`config.mk`:
```
export PLATFORM = sky130hd
export DESIGN_NAME = display_scan_ctrl
export DESIGN_NICKNAME = d
export VERILOG_FILES = /design/src/rtl/display_scan_ctrl.sv
export SDC_FILE = /design/constraint.sdc
export NUM_CORES = 1
export LEC_CHECK = 0
export BUFFER_PORTS_ARGS = -buffer_cell sky130_fd_sc_hd__buf_2
export CAP_MARGIN = 5
export CORE_MARGIN = 2
export CORE_UTILIZATION = 55
export CTS_CLUSTER_DIAMETER = 80
export DETAILED_ROUTE_END_ITERATION = 8
export GPL_TIMING_DRIVEN = 1
export HOLD_SLACK_MARGIN = 0.05
export PLACE_DENSITY = 0.79
export SLEW_MARGIN = 20
export SYNTH_ARGS = -nofsm -noshare
export SYNTH_HDL_FRONTEND = slang
export SYNTH_SLANG_ARGS = --single-unit
```
`constraint.sdc`:
```
create_clock -name clk -period 2.74 [get_ports clk]
set_clock_uncertainty 0.05 [all_clocks]
set_input_delay 0.137 -clock clk [delete_from_list [all_inputs] [get_ports clk]]
set_output_delay 0.137 -clock clk [all_outputs]
set_load 0.005 [all_outputs]
```
`src/rtl/display_scan_ctrl.sv`:
```
// Two-requester round-robin front end for a shared binary-to-BCD converter,
// driving a 4-digit multiplexed display. Optional macro DISPLAY_SCAN_CTRL_BLANK_EN blanks zero tens digits.
module display_scan_ctrl #(
  parameter int unsigned SCAN_DIV = 1000
) (
  input  logic       clk,
  input  logic       rst_n,
  input  logic [1:0] req,
  input  logic [4:0] val0,
  input  logic [4:0] val1,
  output logic [1:0] gnt,
  output logic [4:0] conv_in,
  input  logic [3:0] conv_tens,
  input  logic [3:0] conv_ones,
  output logic [3:0] digit_sel,
  output logic [3:0] digit_bcd,
  output logic       busy
);

  localparam logic [15:0] CNT_MAX = 16'(SCAN_DIV - 32'd1);

  typedef enum logic {
    IDLE = 1'b0,
    CONV = 1'b1
  } state_t;

  state_t          r_state;
  state_t          w_next_state;
  logic            r_prio;
  logic [4:0]      r_val;
  logic            r_slot;
  logic [3:0][3:0] r_digit;
  logic [15:0]     r_cnt;
  logic [1:0]      r_idx;
  logic [1:0]      w_gnt;
  logic [4:0]      w_conv_in;
  logic            w_busy;
  logic [3:0]      w_sel;
  logic [3:0]      w_bcd;

  // Control FSM state register
  always_ff @(posedge clk or negedge rst_n) begin
    if (!rst_n) begin
      r_state <= IDLE;
    end else begin
      r_state <= w_next_state;
    end
  end

  // Arbitration, next-state and converter drive; r_prio=1 means requester 1 wins a tie
  always_comb begin
    w_next_state = r_state;
    w_gnt        = 2'b00;
    w_conv_in    = 5'd0;
    w_busy       = 1'b0;
    case (r_state)
      IDLE: begin
        if (rst_n && (req != 2'b00)) begin
          if (req == 2'b11) begin
            w_gnt = r_prio ? 2'b10 : 2'b01;
          end else begin
            w_gnt = req;
          end
          w_next_state = CONV;
        end else begin
          w_next_state = IDLE;
        end
      end
      CONV: begin
        w_conv_in    = r_val;
        w_busy       = 1'b1;
        w_next_state = IDLE;
      end
      default: begin
        w_next_state = IDLE;
      end
    endcase
  end

  // Request capture and round-robin pointer update at the grant edge
  always_ff @(posedge clk or negedge rst_n) begin
    if (!rst_n) begin
      r_val  <= 5'd0;
      r_slot <= 1'b0;
      r_prio <= 1'b0;
    end else if (w_gnt != 2'b00) begin
      r_val  <= w_gnt[1] ? val1 : val0;
      r_slot <= w_gnt[1];
      r_prio <= w_gnt[0];
    end
  end

  // Digit registers load the converter result at the closing edge of CONV
  always_ff @(posedge clk or negedge rst_n) begin
    if (!rst_n) begin
      r_digit <= '0;
    end else if (r_state == CONV) begin
      if (r_slot) begin
        r_digit[3] <= conv_tens;
        r_digit[2] <= conv_ones;
      end else begin
        r_digit[1] <= conv_tens;
        r_digit[0] <= conv_ones;
      end
    end
  end

  // Refresh counter and digit index, free-running regardless of the FSM
  always_ff @(posedge clk or negedge rst_n) begin
    if (!rst_n) begin
      r_cnt <= 16'd0;
      r_idx <= 2'd0;
    end else if (r_cnt == CNT_MAX) begin
      r_cnt <= 16'd0;
      r_idx <= r_idx + 2'd1;
    end else begin
      r_cnt <= r_cnt + 16'd1;
    end
  end

  // Digit select / BCD decode from the stored registers
  always_comb begin
    w_sel = 4'b0001 << r_idx;
    w_bcd = r_digit[r_idx];
`ifdef DISPLAY_SCAN_CTRL_BLANK_EN
    if (r_idx[0] && (r_digit[r_idx] == 4'd0)) begin
      w_sel = 4'b0000;
      w_bcd = 4'hF;
    end else begin
      w_sel = 4'b0001 << r_idx;
      w_bcd = r_digit[r_idx];
    end
`else
    if (r_idx[0]) begin
      w_sel = 4'b0001 << r_idx;
    end else begin
      w_sel = 4'b0001 << r_idx;
    end
`endif
  end

  assign gnt       = w_gnt;
  assign conv_in   = w_conv_in;
  assign busy      = w_busy;
  assign digit_sel = w_sel;
  assign digit_bcd = w_bcd;

endmodule

```
==> results.sh <==
export IMPL_netlist_instances=161
export IMPL_htreeDepth=2
export IMPL_cts_hold_fix_buffers=17
export IMPL_clock_sinks=42
export IMPL_core_area_um2=3390
export IMPL_critPathLaunchType="register"
export IMPL_drc_errors=0
export IMPL_portBuffers=37
export IMPL_synth_area_leaders="dfrtp_1, mux2_2, mux4_2"
export IMPL_post_cts_buffers=0
export IMPL_clk_pin_slew_worst_paths_ns=0.11
export IMPL_regArea_um2=1050
export IMPL_ios=38
export IMPL_setup_violations=0
export IMPL_cap_violations=0
export IMPL_nNetsFinal=246
export IMPL_ir_worst_vdd_mv=0.292
export IMPL_drive_gt1_share_pct=31.1
export IMPL_worstPathCellList="o21ai_1, mux2i_1, dlygate4sd3_1, o21ai_0"
export IMPL_avgViaCountPerCell=5.30
export IMPL_yosysWarnings=0
export IMPL_slew_limit_headroom_pct=47.1
export IMPL_synthToLayoutAreaGrowth_pct=22.7
export IMPL_outcome="complete, no violations"
export IMPL_grt_pass1_wl_um=6680
export IMPL_syn_area_um2=1960
export IMPL_track_usage_pct=21.9
export IMPL_worstSetupPathType="register to register"
export IMPL_vias=1404
export IMPL_final_common_cell="dfrtp_1"
export IMPL_grt_overflow=0
export IMPL_wl_per_cell_um=14.4
export IMPL_period_share_pct=76.9
export IMPL_power_density_nw_per_um2=573
export IMPL_clock_power_share_pct=19.9
export IMPL_holdWs_ns=0.0666
export IMPL_cts_tree="done"
export IMPL_crit_slowest_cell="o21ai_1"
export IMPL_antenna_found_initial=0
export IMPL_syn_nets=188
export IMPL_ys_seq_area_share_pct=53.6
export IMPL_postLayoutCellArea_um2=2410
export IMPL_start_util_pct=57.8
export IMPL_switching_share_pct=26.0
export IMPL_cts_buffers=5
export IMPL_routabilityCongestion=0.800
export IMPL_dieArea_um2=4060
export IMPL_dr_pass1_iters=4
export IMPL_chipHeight_um=63.7
export IMPL_p_seq_share_pct=58.9
export IMPL_synth_area_leader_cell="dfrtp_1"
export IMPL_cpPeakStageDelay_ns=0.58
export IMPL_fmax_ghz=0.474
export IMPL_worst_ep_required_time_ns=2.90
export IMPL_ant_nets=0
export IMPL_drt_wl_total_um=3810
export IMPL_multi_input_area_um2=865
export IMPL_worstMarginPinSlew_ns=0.791
export IMPL_period_minus_slack_ns=2.11
export IMPL_worstSetupEndpointType="register"
export IMPL_clockBufferDepth=2
export IMPL_critPathMaxFanout=7
export IMPL_placedCellCount=241
export IMPL_synth_seq_cells=42
export IMPL_fin_tns_setup_ns=0
export IMPL_ys_types=30
export IMPL_p_int_mw=1.02
export IMPL_synth_top_cell_area_share_pct=53.6
export IMPL_dpl_instance_area_um2=2190
export IMPL_ctsResizeCount=0
export IMPL_report_final_hold_viol_count=0
export IMPL_fill_cells=245
export IMPL_final_cell_mix="dfrtp_1, buf_2, dlygate4sd3_1"
export IMPL_antenna_cells=0
export IMPL_final_cells=265
export IMPL_rsz0062_at_grt="false"
export IMPL_hold_class="input port to register"
export IMPL_cellLeakagePower_nw=1.15
export IMPL_fp_dieW_um=63.7
export IMPL_post_synth_cell_area_avg_um2=12.2
export IMPL_cts_root_buf="clkbuf_4"
export IMPL_grt_max_degree=43
export IMPL_initialDrtViolationCount=77
export IMPL_drv_slew=0
export IMPL_fp_row_count=21
export IMPL_share_comb_of_total_power_pct=21.2
export IMPL_arrival_ns=2.27
export IMPL_grt_pass1_vias=1517
export IMPL_place_hpwl_um=2620
export IMPL_clock_latency_ns=0.34
export IMPL_power_switching_uw=358
==> synth_stat cells (all sizes together) <==
cell type  number
nor3            4
a21oi           1
and3            2
o22ai           1
nand4           2
mux2           16
o21bai          1
mux4            4
nand3           8
or4             1
a21o            2
o21ai          10
nor3b           1
nor2            9
or3             2
inv             6
nand2          11
xnor2           4
ha              5
dfrtp          42
xor2            8
and2            5
and4            2
buf             1
clkbuf          3
nand4b          1
nor2b           3
mux2i           5
nor4            1
==> worst paths after layout <==
kind | start | to | slack, ns | depth (start not counted)
worst min register to register | r_val[3] | r_val[3] | 0.43 | 2
max in group asynchronous | rst_n | r_cnt[12] | 1.95 | 3
min in group asynchronous | rst_n | r_digit[1] | 0.34 | 3
worst max-delay path | r_prio | r_val[0] | 0.63 | 4
worst max register to register | r_prio | r_val[0] | 0.63 | 4
worst min-delay path | val0[2] | r_val[2] | 0.07 | 3
==> flip-flops by register name (all words and copies together) (netlist names) <==
register	count
r_prio	1
r_state	1
r_digit	16
r_slot	1
r_idx	2
r_val	5
r_cnt	16
==> power by group through the flow <==
stage	Sequential, mW	Clock [mW]	Combinational, mW
after floorplan	0.797	0	0.185
after global placement	0.805	0	0.257
after detailed placement	0.822	0	0.272
after CTS	0.808	0.288	0.294
after global routing	0.824	0.318	0.322
final	0.811	0.274	0.293
==> per-stage QoR <==
stage                     total power, mW  util, %  worst slack [ns]
after floorplan                     0.982        -             0.992
after global placement               1.06     64.6             0.734
after detailed placement             1.09     64.6             0.672
after CTS                            1.39     71.0             0.664
after global routing                 1.46     71.0             0.461
final                                1.38     71.0             0.632
==> cells by family after synthesis <==
kind of cell | Yosys count | share of synthesized area [%]
muxes | 25 | 16.3
xor gates and xnor gates | 12 | 5.36
adders and majority gates | 5 | 3.19
AOI/OAI and AO/OA | 15 | 4.47
buffers and inverters | 10 | 2.30
and+or+nand+nor | 52 | 14.7
DFF | 42 | 53.6
==> critical path, delay by kind of cell (launching register included) <==
kind	cells	cell delay, ns
AOI/OAI and AO/OA	2	0.65
buffers and inverters	1	0.56
muxes	1	0.29
DFF	1	0.42
==> final cells by class <==
class                      count  area share [%]
timing repair buffer          55            15.1
inverter                       6           0.936
multi-input combinational    109            35.9
clock inverter                 2           0.416
sequential                    42            43.7
tap                           46            2.39
clock buffer                   5            1.56
==> layer usage <==
layer  share of wire (%)  GRT usage [%]  vias up  wire [µm]
met3                 3.0           5.71        8        114
met2                  54           40.4       26       2070
li1                    -              -      680          -
met1                  41           23.9      690       1550
met4                 1.8           7.88        0         68
met5                   0              0        -          0
Power figures use the tool's default switching activity.
